`src/rtl/if_id_reg.sv`:
```
// ----------------------------------------------------------------------------
// if_id_reg
// IF/ID pipeline register of the 5-stage MIPS core. Captures the fetched
// instruction and PC+PC_STEP, holds them across stalls and clears them to a
// bubble on flush. Decoded instruction fields are pure slices of the
// registered word. A saturating counter tracks stalled (non-flushed) cycles.
//
// Ports:
//   clk          in   rising-edge clock
//   rst          in   synchronous active-high reset
//   if_instr     in   [31:0] fetched instruction word
//   if_pc        in   [31:0] PC of if_instr
//   if_valid     in   if_instr/if_pc carry a real instruction
//   stall        in   hold current contents
//   flush        in   discard current contents (beats stall)
//   id_instr     out  [31:0] registered instruction
//   id_pc_plus4  out  [31:0] registered if_pc + PC_STEP
//   id_valid     out  id_instr is a real instruction (0 = bubble)
//   id_opcode/id_rs/id_rt/id_rd/id_shamt/id_funct/id_imm16/id_target
//                out  field slices of id_instr
//   stall_cnt    out  [CNT_WIDTH-1:0] saturating stalled-cycle count
// ----------------------------------------------------------------------------
module if_id_reg #(
    parameter logic [31:0] NOP_INSTR = 32'h0000_0000,
    parameter int unsigned PC_STEP   = 4,
    parameter int unsigned CNT_WIDTH = 16
) (
    input  logic                 clk,
    input  logic                 rst,
    input  logic [31:0]          if_instr,
    input  logic [31:0]          if_pc,
    input  logic                 if_valid,
    input  logic                 stall,
    input  logic                 flush,
    output logic [31:0]          id_instr,
    output logic [31:0]          id_pc_plus4,
    output logic                 id_valid,
    output logic [5:0]           id_opcode,
    output logic [4:0]           id_rs,
    output logic [4:0]           id_rt,
    output logic [4:0]           id_rd,
    output logic [4:0]           id_shamt,
    output logic [5:0]           id_funct,
    output logic [15:0]          id_imm16,
    output logic [25:0]          id_target,
    output logic [CNT_WIDTH-1:0] stall_cnt
);

    localparam logic [31:0] STEP = 32'(PC_STEP);

    logic [31:0]          r_instr;
    logic [31:0]          r_pc_plus4;
    logic                 r_valid;
    logic [CNT_WIDTH-1:0] r_stall_cnt;
    logic [31:0]          w_pc_next;

    // 32-bit modulo add; carry out is intentionally dropped.
    assign w_pc_next = if_pc + STEP;

    always_ff @(posedge clk) begin
        if (rst) begin
            r_instr    <= NOP_INSTR;
            r_pc_plus4 <= '0;
            r_valid    <= 1'b0;
        end else if (flush) begin
            r_instr    <= NOP_INSTR;
            r_pc_plus4 <= '0;
            r_valid    <= 1'b0;
        end else if (!stall) begin
            // Word and PC are loaded even when if_valid is low; the cleared
            // valid bit is what marks the bubble downstream.
            r_instr    <= if_instr;
            r_pc_plus4 <= w_pc_next;
            r_valid    <= if_valid;
        end
    end

    // Counts only stalls that actually hold the register; flush leaves it.
    always_ff @(posedge clk) begin
        if (rst) begin
            r_stall_cnt <= '0;
        end else if (stall && !flush && (r_stall_cnt != '1)) begin
            r_stall_cnt <= r_stall_cnt + 1'b1;
        end
    end

    assign id_instr    = r_instr;
    assign id_pc_plus4 = r_pc_plus4;
    assign id_valid    = r_valid;
    assign stall_cnt   = r_stall_cnt;

    assign id_opcode   = r_instr[31:26];
    assign id_rs       = r_instr[25:21];
    assign id_rt       = r_instr[20:16];
    assign id_rd       = r_instr[15:11];
    assign id_shamt    = r_instr[10:6];
    assign id_funct    = r_instr[5:0];
    assign id_imm16    = r_instr[15:0];
    assign id_target   = r_instr[25:0];

endmodule

```
`config.mk`:
```
export PLATFORM = sky130hd
export DESIGN_NAME = if_id_reg
export DESIGN_NICKNAME = d
export VERILOG_FILES = /design/src/rtl/if_id_reg.sv
export SDC_FILE = /design/constraint.sdc
export NUM_CORES = 1
export LEC_CHECK = 0
export CORE_ASPECT_RATIO = 1.75
export CORE_MARGIN = 2
export CORE_UTILIZATION = 39
export DETAILED_ROUTE_END_ITERATION = 8
export PLACE_DENSITY = 0.8
export SLEW_MARGIN = 25
export SYNTH_ARGS = -nofsm -noshare
export SYNTH_HDL_FRONTEND = slang
export SYNTH_SLANG_ARGS = --single-unit
```
`constraint.sdc`:
```
create_clock -name clk -period 2.8 [get_ports clk]
set_input_delay 0.56 -clock clk [delete_from_list [all_inputs] [get_ports clk]]
set_output_delay 0.56 -clock clk [all_outputs]
set_load 0.02 [all_outputs]
```
* Word level (Yosys, flattened, before mapping)
Index checks and enable logic that the tools add are counted.
** Cells by class
- $add $sub $neg :: 2
- Multiply operators :: 0
- Div/mod/pow operators :: 0
- Order comparisons :: 0
- Equal/unequal tests :: 1
- Shift-type cells :: 0
- Mux-type cells :: 0
- Bitwise logic cells :: 0
- Reductions and logical operators :: 4
** Operators by type and width (number)
- 32-bit by 3-bit adder with 32-bit output (second input constant) :: 1
- 16-bit by 1-bit adder with 16-bit output (second input constant) :: 1
- 16-bit inequality test (second input constant) :: 1
- 1-bit logical AND :: 2
- 2-bit OR reduction :: 1
- 1-bit logical NOT :: 1
** Word-level totals
- Flip-flop bits (word level) :: 81
- Latch bits :: 0
- RAM bits :: 0
- Memory bits (read-only) :: 0
- Output and inout port bits :: 155
- Word-level logic and storage cells :: 11
- Memories :: 0

* Logic depth before layout (Yosys ltp)
- Depth after elaboration :: 3
- Depth in mapped cells :: 7

* Worst setup path before layout
No wires, ideal clock.
- Path type :: input -> register
- Start :: input port if_pc[2]
- End :: register r_pc_plus4[28], in the netlist id_pc_plus4[28]
- Arrival time :: 2.070 ns
- Slack :: 0.656 ns
- Stages :: 7
- Buffers on the path :: 1
- Cells stage by stage :: ha_1 -> nand2_1 -> or4_4 -> buf_6 -> or2_4 -> or3_1 -> a31oi_1
** On the way
- Longest elaborated chain between the ends :: 1
** Ends and longest elaborated chain
- start: declaration :: RTL line 31 : input logic [31:0] if_pc,
- 32-bit by 3-bit adder with 32-bit output :: RTL line 58 : assign w_pc_next = if_pc + STEP;
- end signal: assignment :: RTL line 73 : r_pc_plus4 <= w_pc_next;
- end: declaration :: RTL line 52 : logic [31:0] r_pc_plus4;
No other way between the ends.
A chain may end at the register's enable or synchronous reset.

* Worst setup path in the final report
- Start :: input port if_pc[7]
- End :: register r_pc_plus4[30], in the netlist id_pc_plus4[30]
Same word-level chain as after synthesis.

==> impl_metrics.tcl <==
set metrics [dict create \
    fin_crit_ns 2.354 \
    reg2regPathDepth 6 \
    cts_sinks 81 \
    gp_congestion 0.8913 \
    core_area_um2 10300 \
    drt_wl_total_mm 11.68 \
    async_flop_share 0 \
    synthToLayoutAreaGrowth_pct 50.73 \
    grt_pass1_vias 3739 \
    syn_area_per_cell_um2 8.866 \
    io_pins 224 \
    ys_top_cells_by_area "dfxtp_1 39%, buf_4 13%, mux2i_1 9.9%" \
    hold_viol 0 \
    finalSetupTns_ns 0 \
    fin_area_um2 6227 \
    start_util 0.4011 \
    cts.path.max_buffers 2 \
    antenna_found_initial 0 \
    drc 0 \
    grt_first_pass_wirelength_mm 18.28 \
    crit_fanout 6 \
    relSlewSlack 0.5452 \
    cts_buffers 9 \
    holdWs_ns 0.4974 \
    io_buffers 223 \
    synth_edf_count 0 \
    synth_cell_types 39 \
    r2r-end "stall_cnt[7]" \
    synth_top_area_share 0.3925 \
    holdBufCountCts 0 \
    vias 3760 \
    ir_worst_vdd_uv 294.9 \
    ant_nets 0 \
    slowest_delay_ns 0.58 \
    hpwl_mm 9.174 \
    yosysSeqAreaShare 0.3925 \
    synthTopCellsByCount "81 x dfxtp_1, 74 x buf_4, 72 x nor2_1" \
    finClkSkew_ns 0.003203 \
    cp-endpoint "id_pc_plus4[30]" \
    setup_viol 0 \
    drt-pass1-iter-count 4 \
    die_w_um 81.81 \
    r2r-start "stall_cnt[0]" \
    grt_max_degree 39 \
    postPlaceCellArea_um2 5951 \
    antenna_cells 0 \
    yosysMostFrequentCell "dfxtp_1" \
    hold_path_class "register to register" \
    seq_area_um2 1622 \
    num-fill-cells 884 \
    powerDensity_nw_per_um2 450.7 \
    die_h_um 140.2 \
    grt_usage 0.2043 \
    path_cells "clkdlybuf4s50_1 > nand4_4 > or4_4 > or2_4 > or3_1 > a31oi_1" \
    htree_levels 3 \
    max_freq_ghz 0.4249 \
    synth-main-ff-cell "dfxtp_1" \
    yosysWarnings 0 \
    nNetsFinal 690 \
    syn_area_um2 4131 \
    crit_path_end_kind "register" \
    clkTransAtPathRegs_ns 0.06 \
    cp_slowest_cell "clkdlybuf4s50_1" \
    post_cts_buffers 0 \
    post_drt_wl_per_cell_um 15.55 \
    timing_worst_setup_path_type "input port to register" \
    synth_top_area_cell "dfxtp_1" \
    grt_overflow 0 \
    cts_resized 0 \
    critPathLaunch "if_pc[7]" \
    syn_nets 537 \
    cts_tree "built" \
    worst_skew_pair.late_latency_ns 0.33 \
    fin_crit_sh 0.8406 \
    synthCells 466 \
    via_per_inst 5.007 \
    die-area_um2 11470 \
    arrival_ns 2.61 \
    synth_seq_cells 81 \
    start_kind "input port" \
    cts-root-buf "clkbuf_16" \
    drv_cap 0 \
    num_rows 49 \
    required_ns 3.06 \
    drv_slew 0 \
    p_leak_nw 2.310 \
    worst-slew-pin-transition_ns 0.6822 \
    rsz0062_at_grt "no" \
    outcome "completed" \
    r2r_setup_slack_ns 0.92 \
    drive_above_1_share 0.05449 \
    drt_iter0_markers 101 \
    multi_input_area_um2 1823 \
]
[metrics by stage]
| step | setup slack [ns] | utilization | instances | power (mW) |
|---|---|---|---|---|
| finish | 0.4464 | 0.6046 | 751 | 2.807 |
| global route | 0.3342 | 0.6046 | 751 | 2.916 |
| CTS | 0.4771 | 0.6046 | 751 | 2.839 |
| detailed placement | 0.1334 | 0.5777 | 735 | 1.749 |
| global placement | 0.1685 | 0.5777 | 735 | 1.739 |
| floorplan | 0.6557 | - | 466 | 1.505 |
[per-layer routing]
| layer | track usage | share of wire | vias to the layer above |
|---|---|---|---|
| met1 | 0.2004 | 0.34 | 1750 |
| met4 | 0.09035 | 0.031 | 0 |
| met2 | 0.3813 | 0.55 | 162 |
| met3 | 0.05541 | 0.073 | 28 |
| met5 | 0 | 0 | - |
| li1 | - | - | 1820 |
[state kept, by name, summed over array words and instances, names as in the netlist]
register and flops:
id_pc_plus4 32, stall_cnt 16, id_valid 1, id_instr 32
[logic make-up after synthesis]
family,Yosys count,share of synthesized area
muxes,41,0.09933
and+or+nand+nor,150,0.1799
adders and majority gates,2,0.006056
AOI/OAI and AO/OA,52,0.07117
DFF,81,0.3925
xor gates and xnor gates,40,0.08480
buffers and inverters,100,0.1663
[how the worst min path moves through the flow]
stage                    startpoint              end  slack, ns  cells past startpoint
global route         id_pc_plus4[2]   id_pc_plus4[2]       0.52                      2
detailed placement  id_pc_plus4[23]  id_pc_plus4[23]       0.49                      2
finish               id_pc_plus4[2]   id_pc_plus4[2]       0.50                      2
CTS                 id_pc_plus4[23]  id_pc_plus4[23]       0.50                      2
global placement     id_pc_plus4[5]   id_pc_plus4[5]       0.48                      2
floorplan           id_pc_plus4[23]  id_pc_plus4[23]       0.56                      2
[cell type report]
cell class,count,share of cell area
Tap cell,127,0.02552
Inverter,6,0.003617
Sequential cell,81,0.2604
Clock buffer,14,0.04240
Multi-Input combinational cell,285,0.2927
Timing Repair Buffer,236,0.3733
Clock inverter,2,0.002009
[placed cells by master (no fill, tap or decap), drive strengths merged, types with 2 or more instances in the layout]
cell type	netlist	routed
nand2	11	11
xnor2	20	20
clkdlybuf4s50	0	222
inv	6	6
ha	2	2
nor3	7	7
a31oi	2	2
a211oi	2	2
o21ai	20	20
mux2i	41	41
nand3	16	16
and3	7	7
a21oi	21	21
dfxtp	81	81
nor2	72	72
buf	82	14
nand4	16	16
clkbuf	12	14
or3	4	4
nor4	5	5
and4	2	2
or2	4	4
o311ai	3	3
xor2	20	20
[report_power, final]
part	switching, mW	internal [mW]
registers	0.0318	1.19
logic	0.240	0.263
clock network	0.435	0.648
total	0.707	2.10
[critical path: cells and delay by family]
family / cells / cell delay [ns]
AO/OA/AOI/OAI: 1 / 0.15
buffers and inverters: 1 / 0.58
AND/OR/NAND/NOR: 4 / 1.32
(Power assumes the default switching activity.)
